==> config.mk <==
export PLATFORM = sky130hd
export DESIGN_NAME = period_meter_flat
export DESIGN_NICKNAME = d
export VERILOG_FILES = /design/src/rtl/period_meter_if.sv /design/src/rtl/period_meter.sv /design/src/flat_wrapper.sv
export SDC_FILE = /design/constraint.sdc
export NUM_CORES = 1
export LEC_CHECK = 0
export ABC_CLOCK_PERIOD_IN_PS = 2700
export CORE_AREA = 2 2 75 77
export DETAILED_ROUTE_END_ITERATION = 10
export DIE_AREA = 0 0 77 79
export PLACE_DENSITY = 0.59
export SKIP_CTS_REPAIR_TIMING = 1
export SYNTH_ARGS = -nofsm -noshare
export SYNTH_HDL_FRONTEND = slang
export SYNTH_SLANG_ARGS = --single-unit
==> constraint.sdc <==
create_clock -name clk -period 2.7 [get_ports clk]
set_input_delay 0.27 -clock clk [delete_from_list [all_inputs] [get_ports clk]]
set_output_delay 0.27 -clock clk [all_outputs]
set_load 0.03 [all_outputs]
==> src/rtl/period_meter_if.sv <==
// ---------------------------------------------------------------------------
// period_meter_if
//   Result handshake bundle of the period meter.
//
//   valid   : a measured result is held and available (meter -> consumer)
//   rdy     : consumer ready; valid & rdy on a cycle is a transfer
//   period  : measured clk cycles between strobe edges (WIDTH bits)
//   ovf     : qualifies period; no edge arrived within the maximum count
//   overrun : sticky; a completed result was dropped while one was held
//
//   master : the meter (drives valid/period/ovf/overrun, samples rdy)
//   slave  : the consumer (samples results, drives rdy)
// ---------------------------------------------------------------------------
interface period_meter_if #(
  parameter int WIDTH = 16
);
  logic             valid;
  logic             rdy;
  logic [WIDTH-1:0] period;
  logic             ovf;
  logic             overrun;

  modport master (
    output valid,
    output period,
    output ovf,
    output overrun,
    input  rdy
  );

  modport slave (
    input  valid,
    input  period,
    input  ovf,
    input  overrun,
    output rdy
  );
endinterface

==> src/rtl/period_meter.sv <==
// ---------------------------------------------------------------------------
// period_meter
//   Counts clk cycles between consecutive rising edges of an asynchronous
//   strobe and reports each period through a valid/rdy handshake.
//
//   Parameters
//     WIDTH       : width of the period counter and result (MAX = 2^WIDTH-1)
//     SYNC_STAGES : synchroniser depth on pulse_in (must be >= 2)
//
//   Ports
//     clk      : system clock
//     reset    : asynchronous active-low reset, clears every flop
//     en       : measurement enable; dropping it abandons the running count
//     pulse_in : asynchronous strobe whose rising-edge spacing is measured
//     res      : result handshake (period_meter_if.master)
//
//   Build option
//     PERIOD_METER_AVG_EN : when defined, four consecutive non-overflow
//     periods are summed and their floor average is published instead of
//     each individual period. Timeouts are still published immediately.
// ---------------------------------------------------------------------------
module period_meter #(
  parameter int WIDTH       = 16,
  parameter int SYNC_STAGES = 2
) (
  input  logic           clk,
  input  logic           reset,
  input  logic           en,
  input  logic           pulse_in,
  period_meter_if.master res
);

  localparam logic [WIDTH-1:0] MAX = {WIDTH{1'b1}};
  localparam logic [WIDTH-1:0] ONE = {{(WIDTH-1){1'b0}}, 1'b1};

  typedef enum logic [1:0] {
    IDLE    = 2'd0,
    ARM     = 2'd1,
    MEASURE = 2'd2
  } state_t;

`ifdef PERIOD_METER_AVG_EN
  // Floor of the 4-period sum: a plain right shift by two.
  function automatic logic [WIDTH-1:0] floor_div4(input logic [WIDTH+1:0] sum);
    return sum[WIDTH+1:2];
  endfunction
`endif

  // ---- stage p0: synchroniser chain and edge-history flop ----
  logic [SYNC_STAGES-1:0] sync_p0;
  logic                   hist_p0;
  logic                   edge_det;

  always_ff @(posedge clk or negedge reset) begin
    if (!reset) begin
      sync_p0 <= '0;
      hist_p0 <= 1'b0;
    end else begin
      sync_p0 <= {sync_p0[SYNC_STAGES-2:0], pulse_in};
      hist_p0 <= sync_p0[SYNC_STAGES-1];
    end
  end

  assign edge_det = sync_p0[SYNC_STAGES-1] & ~hist_p0;

  // ---- stage p1: measurement FSM and period counter ----
  state_t           state_q, state_d;
  logic [WIDTH-1:0] cnt_q, cnt_d;
  logic             pub;
  logic [WIDTH-1:0] pub_period;
  logic             pub_ovf;

`ifdef PERIOD_METER_AVG_EN
  logic [WIDTH+1:0] acc_q, acc_d;
  logic [1:0]       win_q, win_d;
  logic [WIDTH+1:0] acc_sum;

  assign acc_sum = acc_q + {2'b00, cnt_q};

  always_ff @(posedge clk or negedge reset) begin
    if (!reset) begin
      acc_q <= '0;
      win_q <= 2'd0;
    end else begin
      acc_q <= acc_d;
      win_q <= win_d;
    end
  end
`endif

  always_ff @(posedge clk or negedge reset) begin
    if (!reset) begin
      state_q <= IDLE;
      cnt_q   <= '0;
    end else begin
      state_q <= state_d;
      cnt_q   <= cnt_d;
    end
  end

  always_comb begin
    state_d    = state_q;
    cnt_d      = cnt_q;
    pub        = 1'b0;
    pub_period = cnt_q;
    pub_ovf    = 1'b0;
`ifdef PERIOD_METER_AVG_EN
    acc_d      = acc_q;
    win_d      = win_q;
`endif

    if (!en) begin
      // Disabling discards the in-flight count; a held result is untouched.
      state_d = IDLE;
      cnt_d   = '0;
`ifdef PERIOD_METER_AVG_EN
      acc_d   = '0;
      win_d   = 2'd0;
`endif
    end else begin
      unique case (state_q)
        IDLE: begin
          cnt_d   = '0;
          state_d = ARM;
        end

        ARM: begin
          // The first edge only starts the count; it has no predecessor.
          if (edge_det) begin
            cnt_d   = ONE;
            state_d = MEASURE;
          end
        end

        MEASURE: begin
          if (edge_det) begin
            // An edge coinciding with cnt==MAX is a valid period of MAX.
            cnt_d = ONE;
`ifdef PERIOD_METER_AVG_EN
            if (win_q == 2'd3) begin
              pub        = 1'b1;
              pub_period = floor_div4(acc_sum);
              acc_d      = '0;
              win_d      = 2'd0;
            end else begin
              acc_d = acc_sum;
              win_d = win_q + 2'd1;
            end
`else
            pub        = 1'b1;
            pub_period = cnt_q;
`endif
          end else if (cnt_q == MAX) begin
            // Timeout: report saturation and wait for a fresh first edge.
            pub        = 1'b1;
            pub_period = MAX;
            pub_ovf    = 1'b1;
            cnt_d      = '0;
            state_d    = ARM;
`ifdef PERIOD_METER_AVG_EN
            acc_d      = '0;
            win_d      = 2'd0;
`endif
          end else begin
            cnt_d = cnt_q + ONE;
          end
        end

        default: begin
          state_d = IDLE;
          cnt_d   = '0;
        end
      endcase
    end
  end

  // ---- stage p2: result holding register and handshake ----
  logic             vld_p2;
  logic [WIDTH-1:0] period_p2;
  logic             ovf_p2;
  logic             overrun_p2;
  logic             xfer;
  logic             drop;

  assign xfer = vld_p2 & res.rdy;
  // A new result can only be accepted if the slot is empty or emptying now.
  assign drop = pub & vld_p2 & ~res.rdy;

  always_ff @(posedge clk or negedge reset) begin
    if (!reset) begin
      vld_p2     <= 1'b0;
      period_p2  <= '0;
      ovf_p2     <= 1'b0;
      overrun_p2 <= 1'b0;
    end else begin
      if (pub && (!vld_p2 || xfer)) begin
        vld_p2    <= 1'b1;
        period_p2 <= pub_period;
        ovf_p2    <= pub_ovf;
      end else if (xfer) begin
        vld_p2 <= 1'b0;
      end

      if (drop) begin
        overrun_p2 <= 1'b1;
      end else if (xfer) begin
        overrun_p2 <= 1'b0;
      end
    end
  end

  assign res.valid   = vld_p2;
  assign res.period  = period_p2;
  assign res.ovf     = ovf_p2;
  assign res.overrun = overrun_p2;

endmodule
==> src/flat_wrapper.sv <==
// flat-port wrapper written by rule: the top's interface ports become plain ports
module period_meter_flat 
#(
  parameter int WIDTH       = 16,
  parameter int SYNC_STAGES = 2
)
  (clk, reset, en, pulse_in, res_valid, res_period, res_ovf, res_overrun, res_rdy);
  period_meter_if #(.WIDTH(WIDTH)) res_i ();
  input  logic clk;
  input  logic reset;
  input  logic en;
  input  logic pulse_in;
  output wire logic [$bits(res_i.valid)-1:0] res_valid;
  output wire logic [$bits(res_i.period)-1:0] res_period;
  output wire logic [$bits(res_i.ovf)-1:0] res_ovf;
  output wire logic [$bits(res_i.overrun)-1:0] res_overrun;
  input wire logic [$bits(res_i.rdy)-1:0] res_rdy;
  assign res_valid = res_i.valid;
  assign res_period = res_i.period;
  assign res_ovf = res_i.ovf;
  assign res_overrun = res_i.overrun;
  assign res_i.rdy = res_rdy;
  period_meter #(.WIDTH(WIDTH), .SYNC_STAGES(SYNC_STAGES)) u_core (.clk(clk), .reset(reset), .en(en), .pulse_in(pulse_in), .res(res_i));
endmodule
# After elaboration in Yosys (flattened, before gate mapping)
# Cells that the tools add are included.
# word_totals
out_inout_bits	19
reg_bits	40
in_bits	5
wordCells	52
# classes
n_bitwise	6
n_mux	24
n_eq_ne	6
n_reduce_logical	7
add_sub_neg	1
# op_table
op	count
$mux 16	8
$pmux 16 s2	1
$add 16x1->16 const B	1
$eq 16x16->1 const B	1
$mux 1	10
$mux 2	4
$ne 3x2->1 const B	2
$pmux 2 s3	1
$and 1x1->1	4
$reduce_bool 2->1	2
$ne 3x3->1 const B	1
$reduce_and 3->1	1
$eq 2x1->1 const B	1
$eq 2x2->1 const B	1
$logic_not 2->1	1
$not 1->1	2
$logic_and 1x1->1	1
$logic_not 1->1	1
$logic_or 1x1->1	1

# Longest topological paths before layout
# Gate-level depths: netlist of the first run.
# logic_depth
word_depth	8
depth_mapped	8
mapped_depth_nobuf	6

# Worst setup path before layout of the first run
# No wires, ideal clock.
# synth_path
kind	register to register
from	reg u_core.cnt_q[0]
to	reg u_core.period_p2[12] (netlist: u_core.res.period[12])
path_stages_with_launch	8
arrival_time_ns	1.690
setup_time_ns	0.125
period_less_slack_ns	1.815
setup_slack_ns	0.885
required_ns	2.575
path_buffers	2
cell_sequence	dfrtp_1 > ha_1 > and4_1 > buf_4 > nand4_4 > a21o_4 > buf_6 > mux2_4
# synth_between
elab_chain_len	6
elab_cells_between_ends	10
cone_classes	1 x eq/ne; 8 x mux; 1 x reduce/logical
# synth_lines
element	line_no	rtl
from (decl)	period_meter.sv:68	logic [WIDTH-1:0] cnt_q, cnt_d;
from (signal assigned)	period_meter.sv:97	cnt_q <= cnt_d;
$eq 16x16->1 *	period_meter.sv:153	end else if (cnt_q == MAX) begin
$mux 1	period_meter.sv:153	
$mux 1	period_meter.sv:136	if (edge_det) begin
$mux 1	period_meter.sv:121	unique case (state_q)
$mux 1	period_meter.sv:112	if (!en) begin
$logic_and 1x1->1	period_meter.sv:196	if (pub && (!vld_p2 || xfer)) begin
to (signal assigned)	period_meter.sv:198	period_p2 <= pub_period;
to (decl)	period_meter.sv:179	logic [WIDTH-1:0] period_p2;
# Mark *: on every way between the ends. The rest lies on a longest branch, timed or not.
# A chain may end at the register's enable or synchronous reset.

# Final worst setup path of the first run
# layout_path
from	reg u_core.cnt_q[0]
to	reg u_core.period_p2[3] (netlist: u_core.res.period[3])
# The elaborated chain is that of the path after synthesis.

==> results.toml, run 1 <==
[status]
status = "finished clean"

[synth]
ys_types = 39
syn-num-nets = 186
synth_common_cells = "dfrtp_1, nand2_1, a21oi_1"
synth-seq-cells = 40
synth_top_area_share = 0.5076
synth-warning-count = 0
yosys.area.top_type = "dfrtp_1"
seq_area_frac_synth = 0.5076
synth_edf_count = 0
syn_area_sq_mm = 0.001972
ys.flop_type = "dfrtp_1"
avgSynthCellArea_sq_um = 11.08
postSynthCellCount = 178
synthMostInstantiatedCell = "dfrtp_1"
netlist_top_cells_area = "dfrtp_1, mux2_4, a31oi_1, a21oi_1, mux2_2"
synthArstFlopShare = 1.000

[run]
cap_violations = 0

[detailed_routing]
vias_per_cell = 5.285
final_antenna_net_count = 0
vias = 1448
drt-initial-drc-count = 97
wire_per_inst_um = 14.45
routed_wirelength_um = 3958
drc = 0
dr.pass1.iters = 4

[critical_path]
crit_path_cell_trace = "ha_1, and4_1, nand4_4, a21o_4, mux2_4"
critPathTopFamily = "simple AND/OR/NAND/NOR gates"
startpoint_type = "flop"
cp.required_ns = 2.88
crit_buf_inv = 0
worstPathArrival_ns = 2.38
worst_path_max_delay_cell = "dfrtp_1"
endpoint_kind = "flop"
crit_type = "flop to flop"
crit_fanout = 21
slowest_delay_ns = 0.46

[global_routing]
grt_pass1_vias = 1455
grt_overflow = 0
grt_use_total = 0.1471
grt_max_degree = 41
antenna_found_initial = 0
grt_pass1_wl_um = 7162

[pwr]
vdd_drop_max_mv = 0.3868
power.leakage_uw = 0.001025
finalPower_uw = 1292
power_density_mw_per_mm2 = 542.4

[timing]
worstMarginPinSlew_ns = 0.8768
rsz0062_at_grt = "false"
setup_viol = 0
fin_crit_sh = 0.8175
fin_crit_ns = 2.207
max_freq_mhz = 453.0
hold_violations = 0
fin_skew_ns = 0.01049
slew_headroom = 0.4155
report.final.slew_viol_count = 0
finalSetupTns_ns = 0

[placed_design]
gp_congestion = 0.8379
place_area_sq_mm = 0.002253
placedCellCount = 267
post-dp-hpwl_um = 2728
io_buffers = 23

[clocking]
cts.sinks = 40
cts_buffer_depth = 2
cts_tree = "done"
cts_made_buffers = 5
insertion_delay_ns = 0.29
clkSlewWorstSetupHoldPaths_ns = 0.08
htreeDepth = 2
root_buffer = "clkbuf_8"

[floorplanning]
die-area_sq_mm = 0.006083
die_h_um = 79
chipWidth_um = 77
io_pins = 24
core-area_sq_mm = 0.005338
fp-row-count = 27
initial_utilization = 0.3694

[layout]
fin_nets = 210
fin_area_sq_mm = 0.002382
drive_above_1_share = 0.1337
stdcell_count = 274
antenna_cells = 0
syn_to_final_growth_pct = 20.81

[hold_path]
min_path_type = "primary input to asynchronous set/reset pin"
-- metal layers --
metal / part of all wire / vias to the layer above / track usage
met4: 0.010 / 0 / 0.05179
met1: 0.49 / 685 / 0.2031
met2: 0.46 / 30 / 0.2272
met3: 0.039 / 5 / 0.03523
met5: 0 / - / 0
li1: - / 728 / -
-- kinds of logic (layout without fill, tap and decap cells) --
family / after synthesis / after routing / share of synthesized area
AND/OR/NAND/NOR: 56 / 56 / 0.1688
AO/OA/AOI/OAI: 48 / 48 / 0.1567
flip-flops: 40 / 40 / 0.5076
multiplexers: 16 / 16 / 0.1072
buffers and inverters: 14 / 38 / 0.03616
adder cells (fa/ha/maj): 3 / 3 / 0.01904
XOR/XNOR: 1 / 1 / 0.004442
-- path summary, 6_finish.rpt --
path	from	end	slack [ns]	depth (start not counted)
worst max register to register	u_core.cnt_q[0]	u_core.res.period[3]	0.49	5
worst max-delay path	u_core.cnt_q[0]	u_core.res.period[3]	0.49	5
min in group clk	u_core.sync_p0[0]	u_core.sync_p0[1]	0.35	0
worst min-delay path	reset	u_core.res.period[10]	0.09	1
max in group asynchronous	reset	u_core.res.ovf	2.05	1
worst min register to register	u_core.sync_p0[0]	u_core.sync_p0[1]	0.35	0
-- final cells by class --
| type | count | area, sq um |
|---|---|---|
| Inverter | 6 | 22.52 |
| Timing Repair Buffer | 25 | 240.2 |
| Clock inverter | 2 | 60.06 |
| Sequential cell | 40 | 1001 |
| Multi-Input combinational cell | 124 | 899.6 |
| Clock buffer | 5 | 68.82 |
| Fill cell | 538 | 2955 |
| Tap cell | 72 | 90.09 |
-- cells in the final DEF, fill, tap and decap left out, types with 3 or more instances in the layout --
cell type,Yosys,layout
o21ai_0,10,10
nor2_1,5,5
and3_1,3,3
and4_1,5,5
nor3_1,3,3
mux2_2,5,5
a31oi_1,10,10
ha_1,3,3
a21oi_1,12,12
nand2_1,13,13
dfrtp_1,40,40
mux2_4,9,9
clkbuf_8,0,5
or3_1,5,5
nand3_1,10,10
clkdlybuf4s50_1,0,22
inv_1,6,6
-- state kept, by name (all words and copies together), names as in the netlist --
| signal | cells |
|---|---|
| u_core.res.overrun | 1 |
| u_core.hist_p0 | 1 |
| u_core.state_q | 2 |
| u_core.sync_p0 | 2 |
| u_core.cnt_q | 16 |
| u_core.res.valid | 1 |
| u_core.res.period | 16 |
| u_core.res.ovf | 1 |
-- through the flow --
stage / util / hold slack, ns / setup slack [ns]
3_3_place_gp: 0.4222 / 0.3371 / 0.5492
4_1_cts: 0.4463 / 0.1300 / 0.4692
3_5_place_dp: 0.4222 / 0.3381 / 0.4902
5_1_grt: 0.4463 / 0.1649 / 0.2857
2_1_floorplan: - / -0.02559 / 0.8851
6_report: 0.4463 / 0.08787 / 0.4926
-- report_power, final --
group          leakage [uW]  total [uW]  switching, uW  internal, uW
sequential         0.000549         620           8.67           612
clock             0.0000642         568            205           364
combinational      0.000411         104           64.5          39.0
total               0.00103        1290            278          1010
(Power assumes the default switching activity.)
==> run 2: changes to the inputs <==
--- a/config.mk
+++ b/config.mk
@@ -5,11 +5,11 @@
 export SDC_FILE = /design/constraint.sdc
 export NUM_CORES = 1
 export LEC_CHECK = 0
-export ABC_CLOCK_PERIOD_IN_PS = 2700
+export ABC_CLOCK_PERIOD_IN_PS = 1820
 export CORE_AREA = 2 2 75 77
 export DETAILED_ROUTE_END_ITERATION = 10
 export DIE_AREA = 0 0 77 79
-export PLACE_DENSITY = 0.59
+export PLACE_DENSITY = 0.61
 export SKIP_CTS_REPAIR_TIMING = 1
 export SYNTH_ARGS = -nofsm -noshare
 export SYNTH_HDL_FRONTEND = slang
==> constraint.sdc (replaced) <==
create_clock -name clk -period 1.82 [get_ports clk]
set_input_delay 0.182 -clock clk [delete_from_list [all_inputs] [get_ports clk]]
set_output_delay 0.182 -clock clk [all_outputs]
set_load 0.03 [all_outputs]
==> run 2 against run 1 <==
- first-iteration DRC count shrank 16%
- critical endpoint is now u_core.res.period[2]
- critical path type unchanged
- non-clock buffer count rose by 24
- total power grew 45%
==> results.toml, run 2 (same netlist as run 1, synthesis figures left out) <==
[detailed_routing]
drc = 0
routed_wirelength_um = 4477
vias_per_cell = 5.388
drt-initial-drc-count = 81
wire_per_inst_um = 14.97
vias = 1611
final_antenna_net_count = 0
dr.pass1.iters = 4

[layout]
drive_above_1_share = 0.2379
layout_commonest_cell = "dfrtp_1"
syn_to_final_growth_pct = 30.84
stdcell_count = 299
fin_nets = 234
final_cell_mix = "dfrtp_1, buf_4, clkdlybuf4s50_1"
antenna_cells = 0

[global_routing]
grt_use_total = 0.1592
use_met3 = 0.03409
grt_max_degree = 22
grt-busiest-layer = "met2"
grt_pass1_wl_um = 7652
globalRouteMet2Util = 0.2474
grt_pass1_vias = 1532
use_met1 = 0.2206
grt_overflow = 0
antenna_found_initial = 0

[timing]
fin_crit_ns = 1.718
slew_headroom = 0.6694
hold_violations = 0
rsz0062_at_grt = "false"
fin_skew_ns = 0.007619
fin_crit_sh = 0.9441
setup_viol = 0
finalSetupTns_ns = 0
worstMarginPinSlew_ns = 0.4958
report.final.slew_viol_count = 0
max_freq_mhz = 582.0

[placed_design]
gp_congestion = 0.8084
placedCellCount = 290
io_buffers = 23
post-dp-hpwl_um = 3285

[clocking]
cts_tree = "done"
insertion_delay_ns = 0.30
cts.sinks = 40
cts_buffer_depth = 2
cts_made_buffers = 5
htreeDepth = 2
clkSlewWorstSetupHoldPaths_ns = 0.08
root_buffer = "clkbuf_8"

[floorplanning]
die-area_sq_mm = 0.006083
die_h_um = 79
chipWidth_um = 77
initial_utilization = 0.3694
core-area_sq_mm = 0.005338
fp-row-count = 27
io_pins = 24

[pwr]
vdd_drop_max_mv = 0.4929
power.leakage_uw = 0.001148
power_density_mw_per_mm2 = 725.3

[hold_path]
min_path_type = "primary input to flop"

[critical_path]
cp.required_ns = 2.00
worstPathArrival_ns = 1.90
endpoint_kind = "flop"
crit_fanout = 15
startpoint_type = "flop"
crit_type = "flop to flop"

[status]
status = "finished clean"

[run]
cap_violations = 0
## run 2: routing by layer
| layer | wire length [um] | vias to the layer above |
|---|---|---|
| li1 | - | 766 |
| met2 | 2079 | 31 |
| met1 | 2163 | 806 |
| met3 | 167 | 8 |
| met4 | 67 | 0 |
| met5 | 0 | - |
## run 2: cell type report
cell class	count	area, sq um
fillers	538	2758
inverters	6	22.52
flip-flops and latches	40	1001
well taps	72	90.09
multi-input cells	124	909.6
clock buffers	6	82.58
clock inverters	2	38.79
repair buffers	49	435.4
## run 2: critical path: stages, from the launching register on
cell	delay (ns)
dfrtp_1	0.43
and3_1	0.37
nand4_4	0.14
a21o_4	0.34
mux2_4	0.32
## run 2: final timing paths
kind                            slack [ns]               from  cells past startpoint                     to
min in group asynchronous             0.38              reset                      2  u_core.res.period[10]
worst max register to register        0.10    u_core.cnt_q[7]                      4   u_core.res.period[2]
worst min-delay path                  0.32           pulse_in                      1      u_core.sync_p0[0]
max in group asynchronous             0.97              reset                      3         u_core.res.ovf
worst max-delay path                  0.10    u_core.cnt_q[7]                      4   u_core.res.period[2]
worst min register to register        0.36  u_core.sync_p0[0]                      0      u_core.sync_p0[1]
## run 2: metrics by stage
| stage | setup WS (ns) | power, uW | utilization | area, sq um | hold slack (ns) |
|---|---|---|---|---|---|
| 2_1_floorplan | 0.005105 | 1028 | - | 1972 | -0.1136 |
| 3_3_place_gp | 0.1088 | 1111 | 0.4569 | 2439 | 0.1792 |
| 3_5_place_dp | 0.03951 | 1112 | 0.4569 | 2439 | 0.1796 |
| 4_1_cts | 0.06542 | 1887 | 0.4796 | 2560 | -0.1488 |
| 5_1_grt | 0.01920 | 1952 | 0.4834 | 2580 | 0.3068 |
| 6_report | 0.1018 | 1871 | 0.4834 | 2580 | 0.3169 |
## run 2: where the power goes
part           switching (uW)  total, uW  internal, uW
Sequential               11.9        919           907
Clock                     325        773           448
Combinational             103        179          75.6
==> RTL edit, RTL diff (settings of run 2) <==
`WIDTH` is set to 16 in 3 places; all go to 32.
--- a/src/rtl/period_meter_if.sv
+++ b/src/rtl/period_meter_if.sv
@@ -13,5 +13,5 @@
 // ---------------------------------------------------------------------------
 interface period_meter_if #(
-  parameter int WIDTH = 16
+  parameter int WIDTH = 32
 );
   logic             valid;
--- a/src/rtl/period_meter.sv
+++ b/src/rtl/period_meter.sv
@@ -21,5 +21,5 @@
 // ---------------------------------------------------------------------------
 module period_meter #(
-  parameter int WIDTH       = 16,
+  parameter int WIDTH       = 32,
   parameter int SYNC_STAGES = 2
 ) (
--- a/src/flat_wrapper.sv
+++ b/src/flat_wrapper.sv
@@ -2,5 +2,5 @@
 module period_meter_flat 
 #(
-  parameter int WIDTH       = 16,
+  parameter int WIDTH       = 32,
   parameter int SYNC_STAGES = 2
 )
Ports: changed (resized res_period); port bits go from 24 to 40. The function was not compared with the original's and may differ.
==> RTL edit against run 2 <==
- the flow now finishes with violations (setup timing)
- cell count grew 52%
- via count grew 59%
- total power grew 86%
- synthesized area grew 64%
- utilization grew 39 points
- wire length grew 85%
- combinational power grew 73%
- sequential cell count grew 32
- worst setup slack lost 0.19 ns
- design area grew 80%
- count of clock-buffer cells in the layout grew 3
- critical endpoint is now u_core.cnt_q[16]$_DFFE_PN0P_
==> RTL edit: results (changes against run 2) <==
stage;metric;value;unit;change
outcome;status;finished with violations;;was completed
outcome;failing checks;setup timing;;
power_and_ir_drop;total power;3480;uW;was 1870 uW
sta;relative slew slack;73.5;%;was 66.9%
sta;hold_ws;0.269;ns;was 0.317 ns
placed_design;worst slack, placed;-0.106;ns;was 0.0395 ns
global_route;Tot GR Track Use;26.3;%;was 15.9%
synthesis;Commonest cells post-synth;dfrtp_1, nor2_1, mux2_1, nand3_1, xor2_1;;was dfrtp_1, nand2_1, a21oi_1
global_route;first-pass GRT wire length;12300;um;was 7650 um
global_route;met2 Use GR;42.9;%;was 24.7%
global_route;met1 Track Usage GR;34.6;%;was 22.1%
sta;setup ws final;-0.0840;ns;was 0.102 ns
layout;Final #Nets;386;;was 234
placed_design;Inst Count DP;431;;was 290
power_and_ir_drop;NetSw;810;uW;was 440 uW
clocking;H-tree depth;3;;was 2
synthesis;Area contributors post-synth;dfrtp_1, mux2_1, xor2_1;;was dfrtp_1, mux2_4, a31oi_1
global_route;vias in the first global route;2538;;was 1532
worst_setup_path;CP required;2.09;ns;was 2.00 ns
layout;Final Non-Filler Cells;455;;was 299
synthesis;Synth Area per Inst;11.8;sq um;was 11.1 sq um
global_route;GR Layer Usage met3;8.30;%;was 3.41%
worst_setup_path;Worst R2R End;u_core.cnt_q[16]$_DFFE_PN0P_;;was u_core.res.period[2]$_DFFE_PN0P_
synthesis;Synth Net Count;283;;was 186
worst_setup_path;critical path's largest stage delay;0.40;ns;was 0.43 ns
worst_setup_path;Crit path max-delay family;compound AO/OA/AOI/OAI gates;;was simple AND/OR/NAND/NOR gates
routing;met1 WL;3550;um;was 2160 um
routing;met2 routed WL;4290;um;was 2080 um
worst_setup_path;CP max FO;8;;was 15
power_and_ir_drop;power in sequential cells;1640;uW;was 919 uW
sta;endpoints failing setup;31;;was 0
synthesis;Synth cell types;40;;was 39
sta;TNS Setup;-0.618;ns;was 0 ns
clocking;clk_lat worst skew;0.35;ns;was 0.30 ns
[RTL edit: changes by cell type after synthesis, moves of 5 or more]
cell and delta:
or3_1 -5, xnor2_1 +8, dfrtp_1 +32, xor2_1 +19, nor2_1 +29, nand3_1 +13
nand4_1 +7, a31oi_1 -9, mux2_1 +28, and3_1 +5, mux2_4 -9
[RTL edit: layout make-up]
| type | count | area (sq um) |
|---|---|---|
| clock inverter | 7 | 120 |
| sequential | 72 | 1800 |
| inverter | 4 | 15.0 |
| timing repair buffer | 102 | 922 |
| fill | 276 | 688 |
| multi-input combinational | 189 | 1580 |
| clock buffer | 9 | 124 |
| tap | 72 | 90.1 |
[RTL edit: logic make-up after synthesis]
kind of cell,count (synthesis),share of synthesized area (%)
multiplexers,32,11.1
adder cells (fa/ha/maj),3,1.16
AO/OA/AOI/OAI,25,5.72
XOR/XNOR,28,7.58
buffers and inverters,14,2.44
flip-flops,72,55.7
AND/OR/NAND/NOR,101,16.4
